### src/rtl/mips_hazard_pkg.sv
// Shared types and constants for the pipeline hazard controller.
// Latency: n/a (declarations only).
// Backpressure: n/a.
package mips_hazard_pkg;

    // Multiply/divide occupancy state
    typedef enum logic {
        RUN     = 1'b0,
        MD_BUSY = 1'b1
    } md_state_e;

    localparam logic [4:0] REG_ZERO       = 5'd0;
    localparam int         MULT_CYCLES_DEF = 4;
    localparam int         DIV_CYCLES_DEF  = 12;
    localparam int         MD_CNT_W        = 6;

    // Busy-cycle reload value for the selected operation (0 = multiply, 1 = divide)
    function automatic logic [MD_CNT_W-1:0] md_load_value(input logic md_op,
                                                          input int   mult_cycles,
                                                          input int   div_cycles);
        return md_op ? MD_CNT_W'(div_cycles) : MD_CNT_W'(mult_cycles);
    endfunction

endpackage

### src/rtl/md_busy_counter.sv
// Multiply/divide occupancy tracker: state bit plus load/decrement counter.
// Latency: md_busy rises the cycle after md_start and stays high for the selected cycle count.
// Backpressure: none; a new md_start while busy reloads the counter (latest operation wins).
module md_busy_counter
    import mips_hazard_pkg::*;
#(
    parameter int MULT_CYCLES = MULT_CYCLES_DEF,
    parameter int DIV_CYCLES  = DIV_CYCLES_DEF
) (
    input  logic clk,
    input  logic rst_n,
    input  logic md_start,
    input  logic md_op,
    output logic md_busy
);

    md_state_e             state_q, state_d;
    logic [MD_CNT_W-1:0]   cnt_q, cnt_d;

    // Next state: a start always (re)loads; otherwise count down and drop to RUN on the last cycle
    always_comb begin
        state_d = state_q;
        cnt_d   = cnt_q;
        if (md_start) begin
            state_d = MD_BUSY;
            cnt_d   = md_load_value(md_op, MULT_CYCLES, DIV_CYCLES);
        end else if (state_q == MD_BUSY) begin
            if (cnt_q == MD_CNT_W'(1)) begin
                state_d = RUN;
                cnt_d   = '0;
            end else begin
                cnt_d   = cnt_q - MD_CNT_W'(1);
            end
        end
    end

    // State register; reset abandons any operation in flight
    always_ff @(posedge clk) begin
        if (!rst_n) begin
            state_q <= RUN;
            cnt_q   <= '0;
        end else begin
            state_q <= state_d;
            cnt_q   <= cnt_d;
        end
    end

    assign md_busy = (state_q == MD_BUSY);

endmodule

### src/rtl/hazard_control_unit.sv
// Pipeline hazard controller: load-use stalls, taken-branch flushes, mult/div busy interlocks.
// Latency: all controls combinational from inputs and registered state (settle before negedge).
// Backpressure: stalls PC and IF/ID while a hazard holds; optional stats via HAZARD_STATS_EN.
module hazard_control_unit
    import mips_hazard_pkg::*;
#(
    parameter int MULT_CYCLES = MULT_CYCLES_DEF,
    parameter int DIV_CYCLES  = DIV_CYCLES_DEF
) (
    input  logic        clk,
    input  logic        rst_n,
    input  logic [4:0]  ID_rs,
    input  logic [4:0]  ID_rt,
    input  logic        ID_ReadsHiLo,
    input  logic        ID_IsMD,
    input  logic [4:0]  EX_rt,
    input  logic        EX_MemRead,
    input  logic        BranchTaken,
    input  logic        MDStart,
    input  logic        MDOp,
`ifdef HAZARD_STATS_EN
    output logic [31:0] StallCount,
    output logic [31:0] FlushCount,
`endif
    output logic        PCWriteEn,
    output logic        IFIDWriteEn,
    output logic        FlushIFID,
    output logic        FlushRegisters,
    output logic        MDBusy
);

    logic md_busy_raw;
    logic load_use;
    logic md_hazard;
    logic stall;

    md_busy_counter #(
        .MULT_CYCLES (MULT_CYCLES),
        .DIV_CYCLES  (DIV_CYCLES)
    ) u_md_busy_counter (
        .clk      (clk),
        .rst_n    (rst_n),
        .md_start (MDStart),
        .md_op    (MDOp),
        .md_busy  (md_busy_raw)
    );

    // Hazard decode; a taken branch squashes the ID instruction so it never stalls
    always_comb begin
        load_use  = EX_MemRead && (EX_rt != REG_ZERO) &&
                    ((EX_rt == ID_rs) || (EX_rt == ID_rt));
        md_hazard = md_busy_raw && (ID_ReadsHiLo || ID_IsMD);
        stall     = (load_use || md_hazard) && !BranchTaken;
    end

    // Control priority: reset, then branch flush, then stall, then free-run
    always_comb begin
        PCWriteEn      = 1'b1;
        IFIDWriteEn    = 1'b1;
        FlushIFID      = 1'b0;
        FlushRegisters = 1'b0;
        if (!rst_n) begin
            PCWriteEn      = 1'b0;
            IFIDWriteEn    = 1'b0;
            FlushIFID      = 1'b1;
            FlushRegisters = 1'b1;
        end else if (BranchTaken) begin
            FlushIFID      = 1'b1;
            FlushRegisters = 1'b1;
        end else if (stall) begin
            PCWriteEn      = 1'b0;
            IFIDWriteEn    = 1'b0;
            FlushRegisters = 1'b1;
        end
    end

    // Busy is masked during reset so the interlock reads idle immediately
    assign MDBusy = md_busy_raw && rst_n;

`ifdef HAZARD_STATS_EN
    logic [31:0] stall_cnt_q, stall_cnt_d;
    logic [31:0] flush_cnt_q, flush_cnt_d;

    // Saturating event counters
    always_comb begin
        stall_cnt_d = stall_cnt_q;
        flush_cnt_d = flush_cnt_q;
        if (stall && (stall_cnt_q != 32'hFFFF_FFFF)) begin
            stall_cnt_d = stall_cnt_q + 32'd1;
        end
        if (BranchTaken && (flush_cnt_q != 32'hFFFF_FFFF)) begin
            flush_cnt_d = flush_cnt_q + 32'd1;
        end
    end

    // Counter registers; nothing is counted while reset is held
    always_ff @(posedge clk) begin
        if (!rst_n) begin
            stall_cnt_q <= '0;
            flush_cnt_q <= '0;
        end else begin
            stall_cnt_q <= stall_cnt_d;
            flush_cnt_q <= flush_cnt_d;
        end
    end

    assign StallCount = stall_cnt_q;
    assign FlushCount = flush_cnt_q;
`endif

endmodule

### config.mk
export PLATFORM = sky130hd
export DESIGN_NAME = hazard_control_unit
export DESIGN_NICKNAME = d
export VERILOG_FILES = /design/src/rtl/mips_hazard_pkg.sv /design/src/rtl/md_busy_counter.sv /design/src/rtl/hazard_control_unit.sv
export SDC_FILE = /design/constraint.sdc
export NUM_CORES = 1
export LEC_CHECK = 0
export BUFFER_PORTS_ARGS = -buffer_cell sky130_fd_sc_hd__buf_4
export CORE_MARGIN = 1
export CORE_UTILIZATION = 24
export CTS_CLUSTER_DIAMETER = 150
export CTS_CLUSTER_SIZE = 30
export DETAILED_ROUTE_END_ITERATION = 8
export SETUP_SLACK_MARGIN = 0.4
export SLEW_MARGIN = 20
export SYNTH_ARGS = -nofsm -noshare
export SYNTH_HDL_FRONTEND = slang
export SYNTH_SLANG_ARGS = --single-unit
### constraint.sdc
create_clock -name clk -period 1.92 [get_ports clk]
set_clock_uncertainty 0.2 [all_clocks]
set_input_delay 0.384 -clock clk [delete_from_list [all_inputs] [get_ports clk]]
set_output_delay 0.384 -clock clk [all_outputs]
set_load 0.1 [all_outputs]
==> metrics.md <==
| Metric | Value |
|---|---|
| Worst setup margin | -0.2680 ns |
| Slew headroom | 0.7944 |
| Core Region | 2022 um2 |
| Antenna Nets Post-Route | 0 |
| CP Capture Point | IFIDWriteEn |
| Syn Nets | 90 |
| Crit path kind | in2out |
| Final Cycle Share | 1.140 |
| Count leader, synth | nor2_1 |
| Post-Syn Area | 529.3 um2 |
| Layout cells sized above 1 | 0.5943 |
| CTS Buffer Depth | 2 |
| Number of synthesized register bits | 7 |
| Die Area | 2397 um2 |
| Die height | 48.96 um |
| Clock Latency Late Sink | 0.25 ns |
| Top FF cell, synth | dfxtp_1 |
| VDD IR max | 368.9 uV |
| Crit Path Max Fanout | 3 |
| WP data required | 1.34 ns |
| Initial DRC Count | 5 |
| Lkg Pwr | 0.4525 nW |
| Initial antenna violation count | 0 |
| Routed wire per std cell | 12.38 um |
| Global route overflow | 0 |
| Xor/xnor share of the synthesized area | 0.1655 |
| Post-synthesis compound-gate area fraction | 0.2104 |
| Worst reg2reg path depth | 4 |
| I/O pin total | 28 |
| Register area share after synthesis | 0.2648 |
| Critical path launch point | EX_rt[4] |
| Placed instance area | 847.1 um2 |
| Final hold vios | 0 |
| Row cnt | 16 |
| Placed cell count | 122 |
| Post-synth top cells | nor2_1 (13), xor2_1 (10), dfxtp_1 (7), inv_1 (7), o21ai_0 (3) |
| Clk sink count | 7 |
| Setup Total Neg Slack | -0.7569 ns |
| Reg2Reg Setup Slack | 0.26 ns |
| Total GRT Usage | 0.1444 |
| Final nets | 132 |
| Via-per-instance ratio | 4.602 |
| Largest family of logic cells by synthesized area | compound AO/OA/AOI/OAI gates |
| First-pass GRT wire length | 2642 um |
| Post-synthesis mux area share | 0.03783 |
| Routed via count | 612 |
| CP arrival | 1.60 ns |
| Clock-pin slew on the worst setup and hold paths | 0.05 ns |
| Final setup viols | 3 |
| Reported max-cap violation count | 0 |
| CP Capture Type | primary output |
| R2r endpoint | u_md_busy_counter.cnt_q[2]$_SDFFE_PN0P_ |
| Fraction of registers with async set or reset after synthesis | 0 |
| Number of global-route vias before repair | 650 |
| DRC viols | 0 |
| Adder-cell area share of the yosys netlist | 0.04728 |
| H-tree Lvls | 1 |
| Count of cell types in the netlist | 22 |
| RR Startpoint | u_md_busy_counter.cnt_q[4]$_SDFFE_PN0P_ |
| Ys Warns | 0 |
| Diode count | 0 |
| Worst Hold Class | in2reg |
| Area Growth Syn to Fin | 96.22% |
| Status | complete, but fails checks |
| Largest net degree at the start of global routing | 7 |
| Average size of a mapped cell | 8.142 um2 |
| Initial core utilization | 0.2618 |
| DP HPWL | 1122 um |
| Pre-antenna DRT Iters | 4 |
| PortBufs | 27 |
| Failing checks | setup timing |
| Post-route cell area | 1039 um2 |
| CTS tree | yes |
| Power Dens Cells | 527.3 nW/um2 |
| Share of the synthesized area in the top cell type | 0.2648 |
| Simple-Gate Fraction of Synth Area | 0.2104 |
| Slew @ Worst Pin | 0.3056 ns |
| Largest area contributor in the netlist | dfxtp_1 |
| GPL Wtd Cong | 0.7930 |
| Die width | 48.96 um |
| Post-synth EDFFs | 0 |
| Min cycle time layout | 2.188 ns |
| Post-Route WL | 1647 um |
| Fillers | 180 |
| Total CTS buffers | 3 |
| Max-slew violation count | 0 |
| Synth area leaders | dfxtp_1 (26%), xor2_1 (17%), nor2_1 (9.2%), inv_1 (5.0%), ha_1 (4.7%) |
| Non-Filler Instances | 133 |
| Max Clk Rate | 457.0 MHz |
| RSZ-0062 raised after global routing | yes |
| CP startpoint kind | input pin |
| CTS Root Cell | clkbuf_4 |
| CTS Hold Buffers Added | 0 |
| Synthesized instance count | 65 |
-- registers in the layout (all words and copies together) (netlist names) --
register                   cells
u_md_busy_counter.cnt_q        6
u_md_busy_counter.md_busy      1
-- cell families after synthesis --
group | after synthesis
flops | 7
compound gates | 13
xor+xnor | 10
mux | 2
buf+inv | 8
simple gates | 23
fa+ha+maj | 2
-- cell usage in the layout (no fill, tap or decap), types with 2 or more instances in the layout --
cell	Yosys	final
mux2i_1	2	2
xor2_1	10	9
o21ai_0	3	2
buf_6	0	4
buf_12	0	4
a311oi_1	2	2
buf_4	1	29
dfxtp_2	0	5
o31a_4	1	2
nor2_1	13	12
inv_1	7	5
clkbuf_4	0	3
-- per-stage QoR --
stage | hold WS, ns | power [mW] | worst slack [ns] | util
detailed placement | 0.2754 | 0.3703 | -0.3801 | 0.4189
finish | 0.1816 | 0.5476 | -0.2680 | 0.5136
global route | 0.1880 | 0.5825 | -0.2919 | 0.5136
floorplan | 0.2492 | 0.3016 | -0.3629 | -
global placement | 0.2832 | 0.3691 | -0.3568 | 0.4189
CTS | 0.1757 | 0.5413 | -0.2571 | 0.4913
-- critical path: stages --
cell and delay (ns):
buf_8 0.10, or4_4 0.55, o21ai_4 0.19, o31a_4 0.20, buf_12 0.17
-- worst min path at each step --
stage                                            startpoint                                      end  slack (ns)  cells past startpoint
CTS                                                 MDStart     u_md_busy_counter.md_busy$_SDFF_PN0_        0.18                      3
floorplan           u_md_busy_counter.cnt_q[4]$_SDFFE_PN0P_  u_md_busy_counter.cnt_q[4]$_SDFFE_PN0P_        0.25                      1
finish                                              MDStart     u_md_busy_counter.md_busy$_SDFF_PN0_        0.18                      3
global route                                        MDStart  u_md_busy_counter.cnt_q[3]$_SDFFE_PN0P_        0.19                      3
detailed placement  u_md_busy_counter.cnt_q[4]$_SDFFE_PN0P_  u_md_busy_counter.cnt_q[4]$_SDFFE_PN0P_        0.28                      1
global placement    u_md_busy_counter.cnt_q[4]$_SDFFE_PN0P_  u_md_busy_counter.cnt_q[4]$_SDFFE_PN0P_        0.28                      1
-- metal layers --
layer	track usage	up-vias	routed length [um]
li1	-	309	-
met1	0.1431	270	665
met2	0.2731	28	814
met3	0.03738	5	135
met4	0.07353	0	32
met5	0	-	0
-- power by group --
part           switching [mW]  total, mW  leakage [nW]  internal (mW)
Sequential            0.00990      0.165        0.0599          0.156
Clock                  0.0533      0.132        0.0150         0.0792
Combinational           0.131      0.250         0.378          0.119
-- cell type report --
type / instances / area, um2 / share of cell area
Clock buffer: 4 / 26.28 / 0.02530
Inverter: 7 / 28.78 / 0.02771
Multi-Input combinational cell: 50 / 441.7 / 0.4253
Sequential cell: 7 / 150.1 / 0.1446
Tap cell: 27 / 33.78 / 0.03253
Timing Repair Buffer: 38 / 357.8 / 0.3446
-- timing repair --
| item | 4_1_cts | 5_1_grt |
|---|---|---|
| buffers inserted | 5 | 2 |
| hold endpoints to repair | 0 | 0 |
| cloned | 0 | 0 |
| pin swaps | 9 | 5 |
| setup endpoints to repair | 9 | 11 |
| resized for setup | 23 | 8 |
Power figures use the tool's default switching activity.
